==> config.mk <==
export PLATFORM = sky130hd
export DESIGN_NAME = inst_buffer_flat
export DESIGN_NICKNAME = d
export VERILOG_FILES = /design/src/rtl/inst_buffer_pkg.sv /design/src/rtl/inst_buffer_if.sv /design/src/rtl/ibuf_mem.sv /design/src/rtl/inst_buffer.sv /design/src/flat_wrapper.sv
export SDC_FILE = /design/constraint.sdc
export NUM_CORES = 2
export LEC_CHECK = 0
export BUFFER_PORTS_ARGS = -buffer_cell sky130_fd_sc_hd__clkbuf_2
export CORE_ASPECT_RATIO = 1.4
export CORE_UTILIZATION = 30
export CTS_CLUSTER_SIZE = 20
export DETAILED_ROUTE_END_ITERATION = 8
export SYNTH_ARGS = -nofsm -noshare
export SYNTH_HDL_FRONTEND = slang
export SYNTH_SLANG_ARGS = --single-unit
export TNS_END_PERCENT = 100
==> constraint.sdc <==
create_clock -name clk -period 9 [get_ports clk]
set_clock_uncertainty 0.2 [all_clocks]
set_input_delay 0.9 -clock clk [delete_from_list [all_inputs] [get_ports clk]]
set_output_delay 0.9 -clock clk [all_outputs]
set_load 0.02 [all_outputs]
==> src/rtl/inst_buffer_pkg.sv <==
// Shared definitions for the fetch-to-decode instruction buffer.
package inst_buffer_pkg;

  localparam int unsigned XLEN  = 32;
  localparam int unsigned EXC_W = 7;

  localparam logic [XLEN-1:0] INST_NOP_ENC = 32'h0340_0000;

  localparam logic [1:0] NR_NONE = 2'b00;
  localparam logic [1:0] NR_ONE  = 2'b01;
  localparam logic [1:0] NR_TWO  = 2'b11;

  typedef struct packed {
    logic [XLEN-1:0]  pc;
    logic [XLEN-1:0]  pc_next;
    logic [XLEN-1:0]  inst;
    logic [EXC_W-1:0] exc;
  } ibuf_entry_t;

  // Value driven on an output slot that holds no entry.
  localparam ibuf_entry_t IBUF_EMPTY_SLOT = '{
    pc:      32'h0000_0000,
    pc_next: 32'h0000_0004,
    inst:    INST_NOP_ENC,
    exc:     '0
  };

  // Slot-count encoding shared by in_valid and num_read; 2'b10 decodes to zero.
  function automatic logic [1:0] slot_count(input logic [1:0] enc);
    logic [1:0] n;
    n = 2'd0;
    case (enc)
      NR_ONE:  n = 2'd1;
      NR_TWO:  n = 2'd2;
      default: n = 2'd0;
    endcase
    return n;
  endfunction

endpackage

==> src/rtl/inst_buffer_if.sv <==
// Fetch-side push bus and decode-side pop bus of the instruction buffer.
interface inst_buffer_if;
  import inst_buffer_pkg::*;

  logic [1:0]       in_valid;
  logic [XLEN-1:0]  in_pc0;
  logic [XLEN-1:0]  in_pc_next0;
  logic [XLEN-1:0]  in_inst0;
  logic [EXC_W-1:0] in_exc0;
  logic [XLEN-1:0]  in_pc1;
  logic [XLEN-1:0]  in_pc_next1;
  logic [XLEN-1:0]  in_inst1;
  logic [EXC_W-1:0] in_exc1;
  logic             in_ready;

  logic [1:0]       out_valid;
  logic [XLEN-1:0]  out_pc0;
  logic [XLEN-1:0]  out_pc_next0;
  logic [XLEN-1:0]  out_inst0;
  logic [EXC_W-1:0] out_exc0;
  logic [XLEN-1:0]  out_pc1;
  logic [XLEN-1:0]  out_pc_next1;
  logic [XLEN-1:0]  out_inst1;
  logic [EXC_W-1:0] out_exc1;
  logic [1:0]       num_read;

  modport master (
    output in_valid, in_pc0, in_pc_next0, in_inst0, in_exc0,
           in_pc1, in_pc_next1, in_inst1, in_exc1, num_read,
    input  in_ready, out_valid, out_pc0, out_pc_next0, out_inst0, out_exc0,
           out_pc1, out_pc_next1, out_inst1, out_exc1
  );

  modport slave (
    input  in_valid, in_pc0, in_pc_next0, in_inst0, in_exc0,
           in_pc1, in_pc_next1, in_inst1, in_exc1, num_read,
    output in_ready, out_valid, out_pc0, out_pc_next0, out_inst0, out_exc0,
           out_pc1, out_pc_next1, out_inst1, out_exc1
  );

endinterface

==> src/rtl/ibuf_mem.sv <==
// Instruction buffer storage: two write ports, two asynchronous read ports, no reset.
module ibuf_mem
  import inst_buffer_pkg::*;
#(
  parameter int unsigned DEPTH = 8,
  parameter int unsigned PTR_W = $clog2(DEPTH)
) (
  input  logic             clk,
  input  logic             we0,
  input  logic [PTR_W-1:0] wa0,
  input  ibuf_entry_t      wd0,
  input  logic             we1,
  input  logic [PTR_W-1:0] wa1,
  input  ibuf_entry_t      wd1,
  input  logic [PTR_W-1:0] ra0,
  input  logic [PTR_W-1:0] ra1,
  output ibuf_entry_t      rd0,
  output ibuf_entry_t      rd1
);

  ibuf_entry_t mem [DEPTH];

  // wa0 and wa1 are always distinct (tail, tail+1), so port order is irrelevant.
  always_ff @(posedge clk) begin
    if (we0) mem[wa0] <= wd0;
    if (we1) mem[wa1] <= wd1;
  end

  assign rd0 = mem[ra0];
  assign rd1 = mem[ra1];

endmodule

==> src/rtl/inst_buffer.sv <==
// Circular instruction queue between fetch and decode: push 0-2, pop 0-2 per cycle.
module inst_buffer
  import inst_buffer_pkg::*;
#(
  parameter int unsigned DEPTH = 8
) (
  input  logic         clk,
  input  logic         rst,
  input  logic         flush,
  inst_buffer_if.slave bus
);

  localparam int unsigned PTR_W = $clog2(DEPTH);
  localparam int unsigned CNT_W = PTR_W + 1;

  logic [PTR_W-1:0] head;
  logic [PTR_W-1:0] tail;
  logic [CNT_W-1:0] count;

  logic             ready;
  logic [1:0]       push_n;
  logic [1:0]       pop_raw;
  logic [1:0]       pop_n;
  logic             we0;
  logic             we1;
  ibuf_entry_t      wd0;
  ibuf_entry_t      wd1;
  ibuf_entry_t      rd0;
  ibuf_entry_t      rd1;
  ibuf_entry_t      slot0;
  ibuf_entry_t      slot1;

  // Ready uses only the registered count so it stays off the issue-to-fetch path.
  assign ready   = (CNT_W'(DEPTH) - count) >= CNT_W'(2);
  assign push_n  = ready ? slot_count(bus.in_valid) : 2'd0;
  assign pop_raw = slot_count(bus.num_read);
  assign pop_n   = (CNT_W'(pop_raw) > count) ? 2'(count) : pop_raw;

  assign we0 = !rst && !flush && (push_n != 2'd0);
  assign we1 = !rst && !flush && (push_n == 2'd2);
  assign wd0 = '{pc: bus.in_pc0, pc_next: bus.in_pc_next0, inst: bus.in_inst0, exc: bus.in_exc0};
  assign wd1 = '{pc: bus.in_pc1, pc_next: bus.in_pc_next1, inst: bus.in_inst1, exc: bus.in_exc1};

  ibuf_mem #(.DEPTH(DEPTH), .PTR_W(PTR_W)) u_mem (
    .clk (clk),
    .we0 (we0),
    .wa0 (tail),
    .wd0 (wd0),
    .we1 (we1),
    .wa1 (tail + PTR_W'(1)),
    .wd1 (wd1),
    .ra0 (head),
    .ra1 (head + PTR_W'(1)),
    .rd0 (rd0),
    .rd1 (rd1)
  );

  always_ff @(posedge clk) begin
    if (rst || flush) begin
      head  <= '0;
      tail  <= '0;
      count <= '0;
    end else begin
      head  <= head + PTR_W'(pop_n);
      tail  <= tail + PTR_W'(push_n);
      count <= count + CNT_W'(push_n) - CNT_W'(pop_n);
    end
  end

  assign slot0 = (count != '0)        ? rd0 : IBUF_EMPTY_SLOT;
  assign slot1 = (count > CNT_W'(1))  ? rd1 : IBUF_EMPTY_SLOT;

  assign bus.in_ready     = ready;
  assign bus.out_valid    = {count > CNT_W'(1), count != '0};
  assign bus.out_pc0      = slot0.pc;
  assign bus.out_pc_next0 = slot0.pc_next;
  assign bus.out_inst0    = slot0.inst;
  assign bus.out_exc0     = slot0.exc;
  assign bus.out_pc1      = slot1.pc;
  assign bus.out_pc_next1 = slot1.pc_next;
  assign bus.out_inst1    = slot1.inst;
  assign bus.out_exc1     = slot1.exc;

  a_in_valid_legal: assert property (@(posedge clk) disable iff (rst) bus.in_valid != 2'b10)
    else $error("inst_buffer: illegal in_valid 2'b10");
  a_num_read_legal: assert property (@(posedge clk) disable iff (rst) bus.num_read != 2'b10)
    else $error("inst_buffer: illegal num_read 2'b10");
  a_count_bound: assert property (@(posedge clk) disable iff (rst) count <= CNT_W'(DEPTH))
    else $error("inst_buffer: count exceeds depth");

endmodule
==> src/flat_wrapper.sv <==
// flat-port wrapper written by rule: the top's interface ports become plain ports
module inst_buffer_flat import inst_buffer_pkg::*;
#(
  parameter int unsigned DEPTH = 8
)
  (clk, rst, flush, bus_in_valid, bus_in_pc0, bus_in_pc_next0, bus_in_inst0, bus_in_exc0, bus_in_pc1, bus_in_pc_next1, bus_in_inst1, bus_in_exc1, bus_num_read, bus_in_ready, bus_out_valid, bus_out_pc0, bus_out_pc_next0, bus_out_inst0, bus_out_exc0, bus_out_pc1, bus_out_pc_next1, bus_out_inst1, bus_out_exc1);
  inst_buffer_if bus_i ();
  input  logic clk;
  input  logic rst;
  input  logic flush;
  input wire logic [$bits(bus_i.in_valid)-1:0] bus_in_valid;
  input wire logic [$bits(bus_i.in_pc0)-1:0] bus_in_pc0;
  input wire logic [$bits(bus_i.in_pc_next0)-1:0] bus_in_pc_next0;
  input wire logic [$bits(bus_i.in_inst0)-1:0] bus_in_inst0;
  input wire logic [$bits(bus_i.in_exc0)-1:0] bus_in_exc0;
  input wire logic [$bits(bus_i.in_pc1)-1:0] bus_in_pc1;
  input wire logic [$bits(bus_i.in_pc_next1)-1:0] bus_in_pc_next1;
  input wire logic [$bits(bus_i.in_inst1)-1:0] bus_in_inst1;
  input wire logic [$bits(bus_i.in_exc1)-1:0] bus_in_exc1;
  input wire logic [$bits(bus_i.num_read)-1:0] bus_num_read;
  output wire logic [$bits(bus_i.in_ready)-1:0] bus_in_ready;
  output wire logic [$bits(bus_i.out_valid)-1:0] bus_out_valid;
  output wire logic [$bits(bus_i.out_pc0)-1:0] bus_out_pc0;
  output wire logic [$bits(bus_i.out_pc_next0)-1:0] bus_out_pc_next0;
  output wire logic [$bits(bus_i.out_inst0)-1:0] bus_out_inst0;
  output wire logic [$bits(bus_i.out_exc0)-1:0] bus_out_exc0;
  output wire logic [$bits(bus_i.out_pc1)-1:0] bus_out_pc1;
  output wire logic [$bits(bus_i.out_pc_next1)-1:0] bus_out_pc_next1;
  output wire logic [$bits(bus_i.out_inst1)-1:0] bus_out_inst1;
  output wire logic [$bits(bus_i.out_exc1)-1:0] bus_out_exc1;
  assign bus_i.in_valid = bus_in_valid;
  assign bus_i.in_pc0 = bus_in_pc0;
  assign bus_i.in_pc_next0 = bus_in_pc_next0;
  assign bus_i.in_inst0 = bus_in_inst0;
  assign bus_i.in_exc0 = bus_in_exc0;
  assign bus_i.in_pc1 = bus_in_pc1;
  assign bus_i.in_pc_next1 = bus_in_pc_next1;
  assign bus_i.in_inst1 = bus_in_inst1;
  assign bus_i.in_exc1 = bus_in_exc1;
  assign bus_i.num_read = bus_num_read;
  assign bus_in_ready = bus_i.in_ready;
  assign bus_out_valid = bus_i.out_valid;
  assign bus_out_pc0 = bus_i.out_pc0;
  assign bus_out_pc_next0 = bus_i.out_pc_next0;
  assign bus_out_inst0 = bus_i.out_inst0;
  assign bus_out_exc0 = bus_i.out_exc0;
  assign bus_out_pc1 = bus_i.out_pc1;
  assign bus_out_pc_next1 = bus_i.out_pc_next1;
  assign bus_out_inst1 = bus_i.out_inst1;
  assign bus_out_exc1 = bus_i.out_exc1;
  inst_buffer #(.DEPTH(DEPTH)) u_core (.clk(clk), .rst(rst), .flush(flush), .bus(bus_i));
endmodule
==> out/results.tsv <==
metric	value	unit
max_slew_margin	0.240	
post-route-min-period	5580	ps
vias_per_cell	5.41	
finalSetupViolCount	0	
status	completed	
synth_edf_count	824	
syn_area	48300	um^2
finalCritPeriodShare	0.620	
hold_viol_final	0	
initial_core_util	0.303	
numCtsBuffers	91	
ctsHoldBuffers	0	
design.die.area	163000	um^2
port_buffers	421	
die_w	341	um
clk_pin_slew	60	ps
h-tree-depth	3	
cap_viol_max_count	0	
grt_use_total	0.186	
ys_seq_elements	834	
cts_setup_buffers	0	
grt_max_degree	139	
final_util	0.349	
ys.flop_type	edfxtp_1	
synth_cell_type_count	38	
grt_overflow	0	
drt-initial-drc-count	2168	
layout_commonest_cell	edfxtp_1	
clockRootBuffer	clkbuf_16	
wl_per_cell	28.1	um
cts_buffer_depth	3	
worst_pin_slew	1140	ps
ir_worst_vdd	0.000204	V
synth_cells	2944	
cts_sinks	834	
first_pass_iters	5	
drcViolationCount	0	
num_rows	173	
cp-start-kind	flop	
max_freq	179	MHz
clk_latency	700	ps
synth.yosys.warnings	0	
post-dp-hpwl	85500	um
crit_required	7900	ps
detail-route-antenna-nets	0	
num-nets-final	3503	
cts_resized	0	
ys_seq_area_frac	0.516	
async_reset_ff_frac	0	
grt_pass1_vias	31100	
rsz0062_at_grt	false	
area_delta_synth_final	15.1	%
p_per_area	230	nW/um^2
path_max_fanout	138	
core	159000	um^2
endpoint_kind	primary output	
syn_nets	3176	
antenna_found_initial	27	
gp_congestion	0.782	
io-pin-count	422	
mostFrequentLayoutCells	edfxtp_1 (824), mux2_2 (754), clkbuf_2 (421)	
wirelength	153000	um
crit_type	reg -> out	
grt_pass1_wl	219000	um
setup_tns	0	ps
die_y	477	um
min_path_type	in -> reg	
drive_gt1_frac	0.557	
leakagePower	18.4	nW
crit_arrival	4480	ps
postSynthAreaPerCell	16.4	um^2
dr_total_vias	29500	
cts_tree	yes	
finalMaxSlewViolations	0	
final cells by class:
| class | instances | area [um^2] |
|---|---|---|
| clock inverters | 54 | 413 |
| inverters | 16 | 60.1 |
| repair buffers | 476 | 2680 |
| flip-flops and latches | 834 | 25000 |
| clock buffers | 110 | 2390 |
| diodes | 11 | 27.5 |
| multi-input cells | 1852 | 22500 |
| fillers | 15300 | 104000 |
| well taps | 2100 | 2630 |
through the flow:
step           power, mW  worst slack (ps)  std cells  area [um^2]  hold WS (ps)
2_1_floorplan       7.38              1560       2944        48300           378
3_3_place_gp        9.21              3750       5278        52800           438
3_5_place_dp        9.24              3700       5278        52800           440
4_1_cts             12.9              3360       5442        55600           299
5_1_grt             13.3              3210       5447        55600           348
6_report            12.8              3420       5453        55600           376
kinds of logic (layout without fill, tap and decap cells):
| family | count (synthesis) | count (layout) | share of synthesized area |
|---|---|---|---|
| buffers and inverters | 258 | 656 | 0.0230 |
| other | 0 | 11 | 0 |
| flip-flops | 834 | 834 | 0.516 |
| adder cells (fa/ha/maj) | 19 | 19 | 0.00554 |
| AO/OA/AOI/OAI | 114 | 114 | 0.0122 |
| AND/OR/NAND/NOR | 371 | 371 | 0.0309 |
| XOR/XNOR | 8 | 8 | 0.00145 |
| multiplexers | 1340 | 1340 | 0.411 |
routing by layer:
layer / GRT usage / vias up / part of all wire
met5: 0 / - / 0.0016
met4: 0.0542 / 38 / 0.022
met2: 0.312 / 985 / 0.49
li1: - / 12600 / -
met3: 0.0443 / 229 / 0.072
met1: 0.235 / 15700 / 0.41
registers in the layout, summed over array words and instances (netlist names):
name,count
u_core.count,4
u_core.tail,3
u_core.u_mem.mem,824
u_core.head,3
cells in the mapped netlist, types with 2 or more instances:
master	n	area [um^2]
nand2b_1	6	37.5
or2_2	2	12.5
or4_1	2	15.0
or3_1	4	25.0
nor3_1	6	30.0
a21oi_1	106	531
mux2_4	70	1050
nor2b_1	3	18.8
buf_6	8	90.1
and2_1	5	31.3
edfxtp_1	824	24700
fa_1	4	80.1
mux2_2	754	8490
nand2_1	216	811
nor3b_1	2	15.0
nor2_1	115	432
nand3_1	5	25.0
dfxtp_1	10	200
nand4_1	2	12.5
mux4_2	412	9280
xor2_1	5	43.8
ha_1	15	188
buf_1	65	244
inv_1	15	56.3
clkbuf_1	104	390
a31oi_1	3	18.8
mux2i_1	104	1040
xnor2_1	3	26.3
buf_2	65	325
worst paths after layout:
check                             start                                 to  slack, ps  cells after the start
max           u_core.head[0]$_SDFF_PP0_               bus_out_pc_next0[26]       3420                      6
min                      bus_in_pc0[11]  u_core.u_mem.mem[3][82]$_DFFE_PP_        380                      2
max reg2reg  u_core.count[1]$_SDFF_PP0_  u_core.u_mem.mem[1][22]$_DFFE_PP_       3720                      8
min reg2reg   u_core.tail[0]$_SDFF_PP0_          u_core.tail[0]$_SDFF_PP0_        460                      2
report_power, final:
group / internal (mW) / switching [mW] / leakage [nW]
Combinational: 1.56 / 3.07 / 9.56
Clock: 2.03 / 1.64 / 1.37
Sequential: 4.41 / 0.0666 / 7.51
Total: 8.00 / 4.78 / 18.4
critical path, stage by stage (launching register included):
cell      delay (ps)
dfxtp_4          700
buf_12           510
buf_12           670
mux4_2           590
mux2i_1          710
nor2_1            70
clkbuf_2         190
(Power assumes the default switching activity.)
